$ cat config.mk
export PLATFORM = sky130hd
export DESIGN_NAME = parallelisering_core
export DESIGN_NICKNAME = d
export VERILOG_FILES = /design/src/rtl/parallelisering_pkg.sv /design/src/rtl/parallelisering_core_lane_alu.sv /design/src/rtl/parallelisering_core.sv
export SDC_FILE = /design/constraint.sdc
export NUM_CORES = 1
export LEC_CHECK = 0
export ABC_CLOCK_PERIOD_IN_PS = 5100
export CAP_MARGIN = 30
export CORE_MARGIN = 2
export CORE_UTILIZATION = 36
export DETAILED_ROUTE_END_ITERATION = 6
export PLACE_DENSITY_LB_ADDON = 0.15
export SLEW_MARGIN = 25
export SYNTH_ARGS = -nofsm -noshare
export SYNTH_HDL_FRONTEND = slang
export SYNTH_SLANG_ARGS = --single-unit
$ cat constraint.sdc
create_clock -name clk -period 5.1 [get_ports clk]
set_input_delay 1.02 -clock clk [delete_from_list [all_inputs] [get_ports clk]]
set_output_delay 1.02 -clock clk [all_outputs]
set_load 0.01 [all_outputs]
$ cat src/rtl/parallelisering_pkg.sv
// Shared types for the four-lane SIMD arithmetic block.
// Element width, lane count and the lane operation selector.
package parallelisering_pkg;

    localparam int W     = 8;
    localparam int LANES = 4;

    typedef logic [W-1:0] elem_t;

    typedef enum logic [1:0] {
        OP_ADD,
        OP_MUL,
        OP_SUB
    } op_t;

endpackage

$ cat src/rtl/parallelisering_core_lane_alu.sv
// Combinational single-lane ALU; the operation is fixed at elaboration.
// All results wrap modulo 2^W by truncation to the element width.
module lane_alu
    import parallelisering_pkg::*;
#(
    parameter op_t OP = OP_ADD
) (
    input  elem_t x,
    input  elem_t y,
    output elem_t r
);

    if (OP == OP_MUL) begin : g_mul
        assign r = x * y;
    end else if (OP == OP_SUB) begin : g_sub
        assign r = x - y;
    end else begin : g_add
        assign r = x + y;
    end

endmodule

$ cat src/rtl/parallelisering_core.sv
// Four-lane SIMD add / multiply / subtract with a registered result bank.
// One result set per in_valid cycle, 1-cycle latency, no backpressure.
module parallelisering_core
    import parallelisering_pkg::*;
(
    input  logic         clk,
    input  logic         rst,
    input  logic         in_valid,
    input  logic [W-1:0] a1, a2, a3, a4,
    input  logic [W-1:0] b1, b2, b3, b4,
    input  logic [W-1:0] c1, c2, c3, c4,
    input  logic [W-1:0] d1, d2, d3, d4,
    input  logic [W-1:0] e1, e2, e3, e4,
    input  logic [W-1:0] f1, f2, f3, f4,
    output logic [W-1:0] g1, g2, g3, g4,
    output logic [W-1:0] h1, h2, h3, h4,
    output logic [W-1:0] i1, i2, i3, i4,
    output logic         out_valid
);

    elem_t [LANES-1:0] a_v, b_v, c_v, d_v, e_v, f_v;
    elem_t [LANES-1:0] sum_v, prod_v, diff_v;
    elem_t [LANES-1:0] g_q, g_d, h_q, h_d, i_q, i_d;
    logic              out_valid_q, out_valid_d;

    assign a_v = {a4, a3, a2, a1};
    assign b_v = {b4, b3, b2, b1};
    assign c_v = {c4, c3, c2, c1};
    assign d_v = {d4, d3, d2, d1};
    assign e_v = {e4, e3, e2, e1};
    assign f_v = {f4, f3, f2, f1};

    for (genvar n = 0; n < LANES; n++) begin : g_lane
        lane_alu #(.OP(OP_ADD)) u_add (
            .x(a_v[n]), .y(b_v[n]), .r(sum_v[n])
        );
        lane_alu #(.OP(OP_MUL)) u_mul (
            .x(c_v[n]), .y(d_v[n]), .r(prod_v[n])
        );
        lane_alu #(.OP(OP_SUB)) u_sub (
            .x(e_v[n]), .y(f_v[n]), .r(diff_v[n])
        );
    end

    // Results hold whenever in_valid is low, so idle operands never leak through.
    always_comb begin
        g_d         = g_q;
        h_d         = h_q;
        i_d         = i_q;
        out_valid_d = in_valid;
        if (in_valid) begin
            g_d = sum_v;
            h_d = prod_v;
            i_d = diff_v;
        end
    end

    always_ff @(posedge clk or posedge rst) begin
        if (rst) begin
            g_q         <= '0;
            h_q         <= '0;
            i_q         <= '0;
            out_valid_q <= 1'b0;
        end else begin
            g_q         <= g_d;
            h_q         <= h_d;
            i_q         <= i_d;
            out_valid_q <= out_valid_d;
        end
    end

    assign {g4, g3, g2, g1} = g_q;
    assign {h4, h3, h2, h1} = h_q;
    assign {i4, i3, i2, i1} = i_q;
    assign out_valid        = out_valid_q;

endmodule

==> key figures <==
Min path
  – Hold Path Class: flop to flop
  – Hold path start: g4[4]

Logic synthesis
  – Xor/xnor share of the synthesized area: 0.0943
  – Post-Synth Simple-Gate Area: 0.136
  – Syn_area_per_cell: 9.40 um2
  – Sequential element share of the synthesized area: 0.261
  – Synth Area in Adders: 0.282
  – Syn_nets: between 1000 and 1500
  – Synth Area in Compound Gates: 0.106
  – Post-synthesis register bit count: 97
  – Cell taking the most area after synthesis: dfrtp_1
  – Cell Area, Synth: around 9300 um2
  – Post-synthesis mux area share: 0.0520
  – Synthesized instance count: between 900 and 1000
  – YS warnings: 0
  – Share of Yosys cell area claimed by the top area cell type: 0.261
  – Main area contributors after synthesis: dfrtp_1, ha_1, fa_1, xnor2_1, inv_1
  – Synth unique cells: 35
  – Largest family of logic cells by synthesized area: adder cells

STA
  – Setup TNS: 0 ps
  – Final hold vios: 0
  – Worst-Margin Slew: around 900 ps
  – Final slew viol count: 0
  – Minimum clock period: approximately 4500 ps
  – Fmax: approximately 220 MHz
  – RSZ-0062 raised after global routing: false
  – Clock Skew: 0 ps
  – Setup violations, final: 0
  – Rel. slew slack: 0.409
  – Final Cycle Share: 0.878

Critical path
  – Crit-path max cell delay: roughly 530 ps
  – Crit path required time: about 5300 ps
  – Cell mode on critical path: fa_1
  – CP cell instances: clkdlybuf4s50_1 > and2_1 > fa_1 > fa_1 > ha_1 > inv_1 > fa_1 > inv_1 > ha_1 > a21o_1 > a21oi_1 > xnor2_2 > xnor2_1 > a21oi_1
  – R2R Path Start: h1[6]
  – Kind of cell adding the most delay to the critical path: adder cells
  – CP Launch Type: primary input
  – WP buf/inv: 3
  – Slowest cell on the critical path: fa_1
  – Crit path from: c2[1]
  – Critical-path maximum fanout: 7
  – CP Data Arrival Time: between 4000 and 5000 ps
  – Crit end category: flop
  – Critical path type: primary input to flop

Layout
  – FILL cells: 2441
  – Most frequent cells in the layout: clkdlybuf4s50_1, inv_1, ha_1, dfrtp_1, nand2_1
  – Synth-to-Final Area Change: 38.9%
  – Commonest non-fill, non-tap cell in the layout: clkdlybuf4s50_1
  – Share of cells above drive strength 1: 0.0653
  – Non-Filler Instances: 1618
  – Nets: 1652
  – Core Util, Final: 0.512
  – Design Area, Final: between 10000 and 15000 um2

Placed design
  – DP Cell Count: 1600
  – Dpl cell area: approximately 13000 um2
  – Hpwl dp: 20.4 mm
  – IO buf count: approximately 290
  – Routability Congestion: about 0.90

Clocking
  – Setup Buffers After CTS: 0
  – Hold buffer count at CTS: 0
  – CTS tree: built
  – Clock buffer depth: 2
  – Htree depth: 3
  – CTS Root Cell: clkbuf_16
  – Clk_lat worst skew: about 340 ps
  – Reg clk slew, reported paths: 70 ps
  – Clock Sinks: 97
  – Post-CTS Resized: 0
  – CTS buffer count: 9

Job
  – Max-cap violations: 0

Floorplanning
  – Die ar.: approximately 27000 um2
  – Die Span X: 165 um
  – Core Area: ~25000 um2
  – Initial Util: 0.369
  – Top-level port count: 292
  – FP Rows: 58
  – Die Height: roughly 160 um

Detailed routing
  – Via Count: 7541
  – Via-per-instance ratio: 4.66
  – Drt wl/cell: roughly 15 um
  – # DRC: 0
  – Iteration-0 DRC Markers: ~300
  – WL final: around 24 mm
  – Post-route antenna net violation count: 0
  – Detailed Routing Iterations Pass 1: 4

Global route
  – Tot GR Track Use: 0.184
  – Total gr overflow: 0
  – Vias in the first global route: 7587
  – First-pass GRT wire length: between 30 and 40 mm
  – Pin count of the biggest net entering global routing: 55
  – Initial antenna violation count: 1

Power
  – Max rail drop VDD: about 0.00014 V
  – Leak Pwr: around 6 nW
  – PD cells: between 200 and 300 nW/um2

Outcome
  – Status: completed
## power by group
group	leakage [nW]	switching, mW	internal (mW)
sequential	1.14	0.0942	0.954
clock	0.152	0.307	0.423
combinational	4.66	0.797	0.989
## layer usage
layer	up-vias	GRT usage	wire (um)
li1	3800	-	-
met1	3529	0.233	10800
met2	189	0.312	11400
met3	23	0.0399	1800
met4	0	0.0577	490
met5	-	0	0
## kinds of logic after synthesis
group / Yosys count
XOR/XNOR: 96
buffers and inverters: 172
AO/OA/AOI/OAI: 157
AND/OR/NAND/NOR: 249
flip-flops: 97
multiplexers: 43
adder cells (fa/ha/maj): 176
## area by class of cell
cell class | count | area [um2] | area share
clock buffers | 13 | 270 | 0.0209
clock inverters | 3 | 46.3 | 0.00358
inverters | 156 | 588 | 0.0455
diodes | 2 | 5.00 | 0.000387
flip-flops and latches | 97 | 2430 | 0.188
multi-input cells | 721 | 6240 | 0.482
repair buffers | 296 | 2950 | 0.228
well taps | 330 | 413 | 0.0319
## cell usage after synthesis
cell type / number
a21boi_0: 3
a21boi_1: 5
a21o_1: 16
a21oi_1: 38
a21oi_2: 4
a31oi_1: 7
and2_1: 77
and2_2: 5
and3_1: 4
buf_1: 3
buf_2: 1
clkbuf_1: 12
dfrtp_1: 97
fa_1: 56
ha_1: 120
inv_1: 155
inv_2: 1
mux2_2: 43
nand2_1: 83
nand2_2: 3
nand2b_1: 7
nand3_1: 4
nand3b_1: 3
nor2_1: 24
nor2b_1: 12
nor3_1: 26
o21a_1: 26
o21ai_0: 33
o21ai_1: 7
o31ai_1: 17
o32ai_2: 1
or3_1: 1
xnor2_1: 79
xnor2_2: 5
xor2_1: 12
## worst paths after layout
check	end	slack (ps)	depth (start not counted)
worst min-delay path	g4[4]	480	1
worst max register to register	h1[6]	4340	1
worst max-delay path	h2[7]	620	14
max in group asynchronous	i2[6]	3180	3
worst min register to register	g4[4]	480	1
min in group asynchronous	g2[0]	1080	2
## stage by stage
step           power [mW]  hold slack, ps  setup WS [ps]
6_report             3.56             479            625
5_1_grt              3.86             504            464
4_1_cts              3.63             485            612
3_5_place_dp         2.87             469            232
3_3_place_gp         2.85             463            325
2_1_floorplan        2.08             517            948
## registers in the layout (all words and copies together), names as in the netlist, 8 cells and up
name / cells
i3: 8
g1: 8
i4: 8
i1: 8
g4: 8
h3: 8
h2: 8
g3: 8
h1: 8
h4: 8
i2: 8
g2: 8
Note: power is estimated with default switching activity, not from simulation.
